**src/rtl/booth_pkg.sv**
```systemverilog
// ---------------------------------------------------------------------------
// booth_pkg
// Shared definitions for the radix-4 Booth recoding logic. This package is
// used by the sequential digit encoder and by the parallel multiplier.
//   SEL_*              select codes {neg,one,two} that drive the
//                      partial-product mux
//   state_t            FSM states of the sequential encoder
//   booth_triplet_enc  maps {b[2i+1], b[2i], b[2i-1]} to a select code
// ---------------------------------------------------------------------------
package booth_pkg;

    localparam logic [2:0] SEL_ZERO = 3'b000;
    localparam logic [2:0] SEL_P1   = 3'b010;
    localparam logic [2:0] SEL_P2   = 3'b001;
    localparam logic [2:0] SEL_M1   = 3'b110;
    localparam logic [2:0] SEL_M2   = 3'b101;

    typedef enum logic {
        ST_IDLE = 1'b0,
        ST_RUN  = 1'b1
    } state_t;

    // Triplets 000 and 111 both mean a zero digit. They map to SEL_ZERO, so
    // the mux never receives a "negative zero" (100).
    function automatic logic [2:0] booth_triplet_enc(input logic [2:0] triplet);
        logic [2:0] sel;
        case (triplet)
            3'b001, 3'b010: sel = SEL_P1;
            3'b011:         sel = SEL_P2;
            3'b100:         sel = SEL_M2;
            3'b101, 3'b110: sel = SEL_M1;
            default:        sel = SEL_ZERO;
        endcase
        return sel;
    endfunction

endpackage

```
**src/rtl/booth_digit_enc.sv**
```systemverilog
// ---------------------------------------------------------------------------
// booth_digit_enc
// Combinational converter from a radix-4 Booth triplet to a mux select code.
// The parallel multiplier uses this same block.
//   triplet  in   3  {b[2i+1], b[2i], b[2i-1]}
//   sel      out  3  select code {neg,one,two}
// ---------------------------------------------------------------------------
module booth_digit_enc
    import booth_pkg::*;
(
    input  logic [2:0] triplet,
    output logic [2:0] sel
);

    assign sel = booth_triplet_enc(triplet);

endmodule

```
**src/rtl/booth_r4_digit_encoder.sv**
```systemverilog
// ---------------------------------------------------------------------------
// booth_r4_digit_encoder
// Sequential radix-4 Booth recoder. It accepts one signed multiplier operand
// and emits one select code per digit, starting with the least significant
// digit. A valid/ready handshake is used on both the input and output sides.
//   clk        in   1      rising-edge clock
//   rst        in   1      asynchronous active-high reset
//   flush      in   1      synchronous abort of the current operand
//   in_valid   in   1      operand offered
//   in_ready   out  1      operand can be accepted this cycle
//   in_b       in   WIDTH  signed multiplier operand
//   out_valid  out  1      digit outputs valid
//   out_ready  in   1      downstream takes the current digit
//   out_sel    out  3      Booth select {neg,one,two}
//   out_idx    out  IDXW   digit index (weight 4^idx)
//   out_last   out  1      high on the final digit
// ---------------------------------------------------------------------------
module booth_r4_digit_encoder
    import booth_pkg::*;
#(
    parameter  int WIDTH = 8,
    localparam int NDIG  = WIDTH / 2,
    localparam int IDXW  = $clog2(NDIG)
) (
    input  logic             clk,
    input  logic             rst,
    input  logic             flush,
    input  logic             in_valid,
    output logic             in_ready,
    input  logic [WIDTH-1:0] in_b,
    output logic             out_valid,
    input  logic             out_ready,
    output logic [2:0]       out_sel,
    output logic [IDXW-1:0]  out_idx,
    output logic             out_last
);

    state_t          state;
    logic [WIDTH:0]  sr;
    logic [IDXW-1:0] idx;
    logic [2:0]      sel;
    logic            accept;
    logic            take;

    // The low three bits of sr always hold the current triplet. sr is
    // loaded with a zero in bit 0, which supplies b[-1] for digit 0.
    booth_digit_enc u_digit_enc (
        .triplet (sr[2:0]),
        .sel     (sel)
    );

    // All digit outputs depend only on registered state, so no path exists
    // from the in_* inputs to the out_* outputs.
    assign out_valid = (state == ST_RUN);
    assign out_last  = out_valid && (idx == IDXW'(NDIG - 1));
    assign out_sel   = sel;
    assign out_idx   = idx;

    // A new operand can enter while the last digit is being taken. This lets
    // operands run back to back with no bubble. flush blocks acceptance so
    // the aborted cycle cannot start a new operand.
    assign in_ready = !flush && (!out_valid || (out_last && out_ready));
    assign accept   = in_valid && in_ready;
    assign take     = out_valid && out_ready;

    always_ff @(posedge clk or posedge rst) begin
        if (rst) begin
            state <= ST_IDLE;
            sr    <= '0;
            idx   <= '0;
        end else if (flush) begin
            state <= ST_IDLE;
        end else if (accept) begin
            state <= ST_RUN;
            sr    <= {in_b, 1'b0};
            idx   <= '0;
        end else if (take) begin
            if (out_last) begin
                state <= ST_IDLE;
            end else begin
                // The arithmetic shift keeps the sign bit, so the upper
                // digits of a negative operand see sign-extended triplets.
                sr  <= {{2{sr[WIDTH]}}, sr[WIDTH:2]};
                idx <= idx + 1'b1;
            end
        end
    end

endmodule

```
**config.mk**
```make
export PLATFORM = sky130hd
export DESIGN_NAME = booth_r4_digit_encoder
export DESIGN_NICKNAME = d
export VERILOG_FILES = /design/src/rtl/booth_pkg.sv /design/src/rtl/booth_digit_enc.sv /design/src/rtl/booth_r4_digit_encoder.sv
export SDC_FILE = /design/constraint.sdc
export NUM_CORES = 1
export LEC_CHECK = 0
export CAP_MARGIN = 10
export CORE_MARGIN = 5
export CORE_UTILIZATION = 45
export CTS_BUF_LIST = sky130_fd_sc_hd__clkbuf_4
export CTS_CLUSTER_DIAMETER = 80
export DETAILED_ROUTE_END_ITERATION = 7
export DONT_BUFFER_PORTS = 1
export PLACE_DENSITY_LB_ADDON = 0.08
export SLEW_MARGIN = 30
export SYNTH_ARGS = -nofsm -noshare
export SYNTH_HDL_FRONTEND = slang
export SYNTH_SLANG_ARGS = --single-unit
```
**constraint.sdc**
```tcl
create_clock -name clk -period 1.61 [get_ports clk]
set_input_delay 0.322 -clock clk [delete_from_list [all_inputs] [get_ports clk]]
set_output_delay 0.322 -clock clk [all_outputs]
set_load 0.02 [all_outputs]
```
* Yosys cells after proc, flatten, opt, wreduce, memory -nomap -nowiden *
Cells that the tools add are included.

cells by class
  $add $sub $neg = 1
  equal/unequal tests = 8
  mux-type cells = 11
  bitwise logic cells = 1
  reductions and logical operators = 16

operator list
  kind                                                   number
  2-to-1 mux 8 bit                                       2
  case mux 3 bit (4 select lines)                        1
  == test 3 bit, second input constant                   3
  2-to-1 mux 9 bit                                       1
  == test 3 x 2 -> 1 bit, second input constant          2
  2-to-1 mux 2 bit                                       3
  nonzero test 3 bit                                     2
  logical AND 1 bit                                      5
  2-to-1 mux 1 bit                                       4
  AND reduction 2 bit                                    2
  OR reduction 2 bit                                     2
  == test 3 x 1 -> 1 bit, second input constant          1
  AND reduction 3 bit                                    1
  adder 2 x 1 -> 2 bit, second input constant            1
  == test 2 bit, second input constant                   1
  logical NOT 1 bit                                      2
  inequality test 2 x 1 -> 1 bit, second input constant  1
  nonzero test 2 bit                                     1
  logical OR 1 bit                                       1
  inverter 1 bit                                         1

storage, ports and cells
  register bits after elaboration = 12
  input bits = 13
  output and inout port bits = 8
  logic and storage cells = 41

* Longest topological paths before layout *
  depth in word-level cells = 8
  mapped depth = 5
  depth with buffers taken out = 4

* Modules after synthesis *
Synthesis repeated with hierarchy kept, for this count alone.

unflattened totals
  cells, all modules = 53
  area, all modules = 648.1 µm²

modules (own cells, without submodules)
  module                  instances  cells each  area each (µm²)  seq. area each (µm²)
  booth_r4_digit_encoder  1          48          615.6            300.3
  booth_digit_enc         1          5           32.5             0.0

* Least setup slack after synthesis *
OpenSTA, ideal clock, no wires.

  kind = reg-to-reg
  start point = reg idx[0], in the netlist out_idx[0]
  end point = reg sr[5]
  data arrival time = 1.583 ns
  required time = 1.485 ns
  path slack = -0.098 ns
  stages on the path, launching flop included = 5
  path buffers = 0
  cell sequence = dfrtp_1 -> ha_1 -> and4bb_2 -> mux2_2 -> mux2_2

between the ends
  longest elaborated chain between the ends = 8
  elaborated cells between the ends (all ways) = 10

ends and longest elaborated chain
  item                                                                                   RTL line                      source
  start: declaration                                                                     booth_r4_digit_encoder.sv:40  logic [IDXW-1:0] idx;
  start signal: assignment                                                               booth_r4_digit_encoder.sv:84  idx <= idx + 1'b1;
  == test 2 bit (*)                                                                      booth_r4_digit_encoder.sv:55  assign out_last = out_valid && (idx == IDXW'(NDIG - 1));
  logical AND 1 bit (*)                                                                  booth_r4_digit_encoder.sv:55
  logical AND 1 bit                                                                      booth_r4_digit_encoder.sv:62  assign in_ready = !flush && (!out_valid || (out_last && out_ready));
  logical OR 1 bit                                                                       booth_r4_digit_encoder.sv:62
  logical AND 1 bit                                                                      booth_r4_digit_encoder.sv:62
  logical AND 1 bit                                                                      booth_r4_digit_encoder.sv:63  assign accept = in_valid && in_ready;
  inequality test 2 x 1 -> 1 bit (no source line) or nonzero test 2 bit (tied branches)  n/a
  AND reduction 3 bit (no source line)                                                   n/a
  end signal: assignment                                                                 booth_r4_digit_encoder.sv:75  sr <= {in_b, 1'b0};
  end signal: assignment                                                                 booth_r4_digit_encoder.sv:83  sr <= {{2{sr[WIDTH]}}, sr[WIDTH:2]};
  end: declaration                                                                       booth_r4_digit_encoder.sv:39  logic [WIDTH:0] sr;

Every way passes the cells marked *; elsewhere a longest branch is shown, timed or not. The select of a mux whose other input is x is not followed.
A chain may end at the register's enable or synchronous reset.

* Worst setup path in the final report *
Ends and elaborated chain as after synthesis.

==> metrics.yaml <==
drive_gt1_share_pct: 40.0
min_path_type: "input pin to register"
clock_path_buffers: 2
dp.cells: 79
yosysSeqAreaShare_pct: 44.1
fin_ws_ns: -0.0213
ios: 21
routed-via-count: 502
fin_crit_ns: 1.63
cts_root_buf: "clkbuf_4"
status: "finished, violations left"
power_frac_seq_pct: 46.1
wl_met1_um: 565
wl_um: 1510
ir_drop_uv: 576
cp-start-kind: "register"
fin_crit_sh_pct: 101
leakage_nw: 0.358
maxCapViolations: 0
dpl.hpwl_um: 1170
instances_no_fill: 86
synthCells: 59
clk-insertion-delay-late_ns: 0.28
grt_antenna_before_repair: 0
wl_per_cell_um: 17.6
synth.top_cell.area_share_pct: 44.1
post-place-ws_ns: -0.0104
power.density_nw_per_um2: 1090
worstMarginPinSlew_ns: 0.476
diodes: 0
synth_nets: 77
ys_warn_count: 0
grt_pass1_vias: 541
drtPass1Iterations: 4
p_sw_share_pct: 33.4
gp_congestion: 0.803
reg2reg_setup_slack_ns: -0.02
clk_pin_slew_ns: 0.08
p_int_w: 0.000597
combinationalPowerShare_pct: 32.0
fin_nets: 89
setup_violations: 2
synth.largest_area_cell: "dfrtp_1"
die_h_um: 48.9
p_sw_w: 0.000300
ant_nets: 0
layout_common_cells: "dfrtp_1, buf_4, mux2i_1"
violations: "negative setup slack"
final_common_cell: "dfrtp_1"
grt.overflow.total: 0
area_growth_pct: 21.1
track_usage_pct: 13.6
die_x_um: 48.9
drv_slew: 0
fp-row-count: 14
coreArea_um2: 1470
ys_top_cells_by_area: "dfrtp_1, ha_1, mux2i_1"
ys.flop_type: "dfrtp_1"
synth_cell_type_count: 20
cp.required_ns: 1.78
fmax_mhz: 613
path_class: "register to register"
fin_tns_setup_ns: -0.0303
synth_area_um2: 681
hold_violations: 0
top_layer: "met4"
viasPerCell: 5.84
avgSynthCellArea_um2: 11.5
cts_sinks: 12
portBuffers: 0
met3WireLength_um: 80
relSlewSlack_pct: 68.2
synth_seq_cells: 12
htreeDepth: 1
cp-end-kind: "register"
finalPower_w: 0.000897
p_clk_share_pct: 21.9
initial_core_util_pct: 46.3
met2_length_um: 812
drc: 0
grt_max_degree: 13
grt_first_pass_wirelength_um: 2490
crit_fanout: 4
drt_iter0_markers: 9
arrival_ns: 1.80
synth_edf_count: 0
cts_buffers: 3
cts_tree: "yes"
rsz0062_at_grt: "yes"
skew_ns: 0.00547
async_flop_share_pct: 100
dieArea_um2: 2390
[through the flow]
step                cell area [um^2]  hold slack (ns)  utilization (%)
floorplan                        699            0.187                -
global placement                 746            0.229             50.7
detailed placement               746            0.250             50.7
CTS                              803           0.0930             54.6
global route                     825           0.0846             56.0
finish                           825           0.0924             56.0
[layout make-up]
class	instances	area, um^2
fillers	139	647
clock inverters	1	3.75
inverters	4	15.0
flip-flops and latches	12	303
repair buffers	9	73.8
clock buffers	3	22.5
well taps	16	20.0
multi-input cells	41	387
[worst max-delay path, stage by stage (launching register included)]
cell and delay, ns:
dfrtp_2 0.43, ha_4 0.18, and4bb_2 0.35, mux2_4 0.31, mux2_2 0.25
[layer usage]
metal / track usage [%] / vias up
li1: - / 235
met1: 14.0 / 245
met2: 22.6 / 16
met3: 4.28 / 6
met4: 10.3 / 0
met5: 0 / -
[timing repair]
| item | 4_1_cts | 5_1_grt |
|---|---|---|
| endpoints found under the setup margin | 4 | 7 |
| endpoints found under the hold margin | 12 | 0 |
| gates resized for setup | 8 | 4 |
| pin swaps | 2 | 4 |
| hold buffers | 1 | 0 |
| setup buffers | 1 | 1 |
[cell families after synthesis]
kind of cell	after synthesis	synth area share (%)
AND/OR/NAND/NOR	15	13.4
XOR/XNOR	1	1.29
AO/OA/AOI/OAI	10	11.6
buffers and inverters	6	4.96
multiplexers	10	15.4
adder cells (fa/ha/maj)	5	9.19
flip-flops	12	44.1
[Yosys cell counts, types with 2 or more instances]
master	count
a221o_1	2
and2_1	2
dfrtp_1	12
ha_1	5
inv_1	4
mux2_2	4
mux2i_1	6
nand4_1	4
nor2_1	6
o21ai_0	4
[flip-flops by register name (all words and copies together), names as in the netlist]
name	cells
sr	9
out_idx	2
out_valid	1
[path summary, 6_finish.rpt]
path,start,endpoint,depth (start not counted)
min in group asynchronous,rst,sr[5]$_DFFE_PP0P_,2
worst max-delay path,out_idx[0]$_DFFE_PP0P_,sr[5]$_DFFE_PP0P_,4
worst min-delay path,flush,out_valid$_DFFE_PP0P_,1
max in group asynchronous,rst,out_idx[0]$_DFFE_PP0P_,2
worst min register to register,sr[8]$_DFFE_PP0P_,sr[8]$_DFFE_PP0P_,1
worst max register to register,out_idx[0]$_DFFE_PP0P_,sr[5]$_DFFE_PP0P_,4
[power by group through the flow]
stage	Combinational [W]	Clock, W	Sequential, W
floorplan	0.000178	0	0.000423
global placement	0.000238	0	0.000411
detailed placement	0.000252	0	0.000417
CTS	0.000267	0.000198	0.000414
global route	0.000317	0.000211	0.000421
finish	0.000287	0.000197	0.000413
Power figures use the tool's default switching activity.
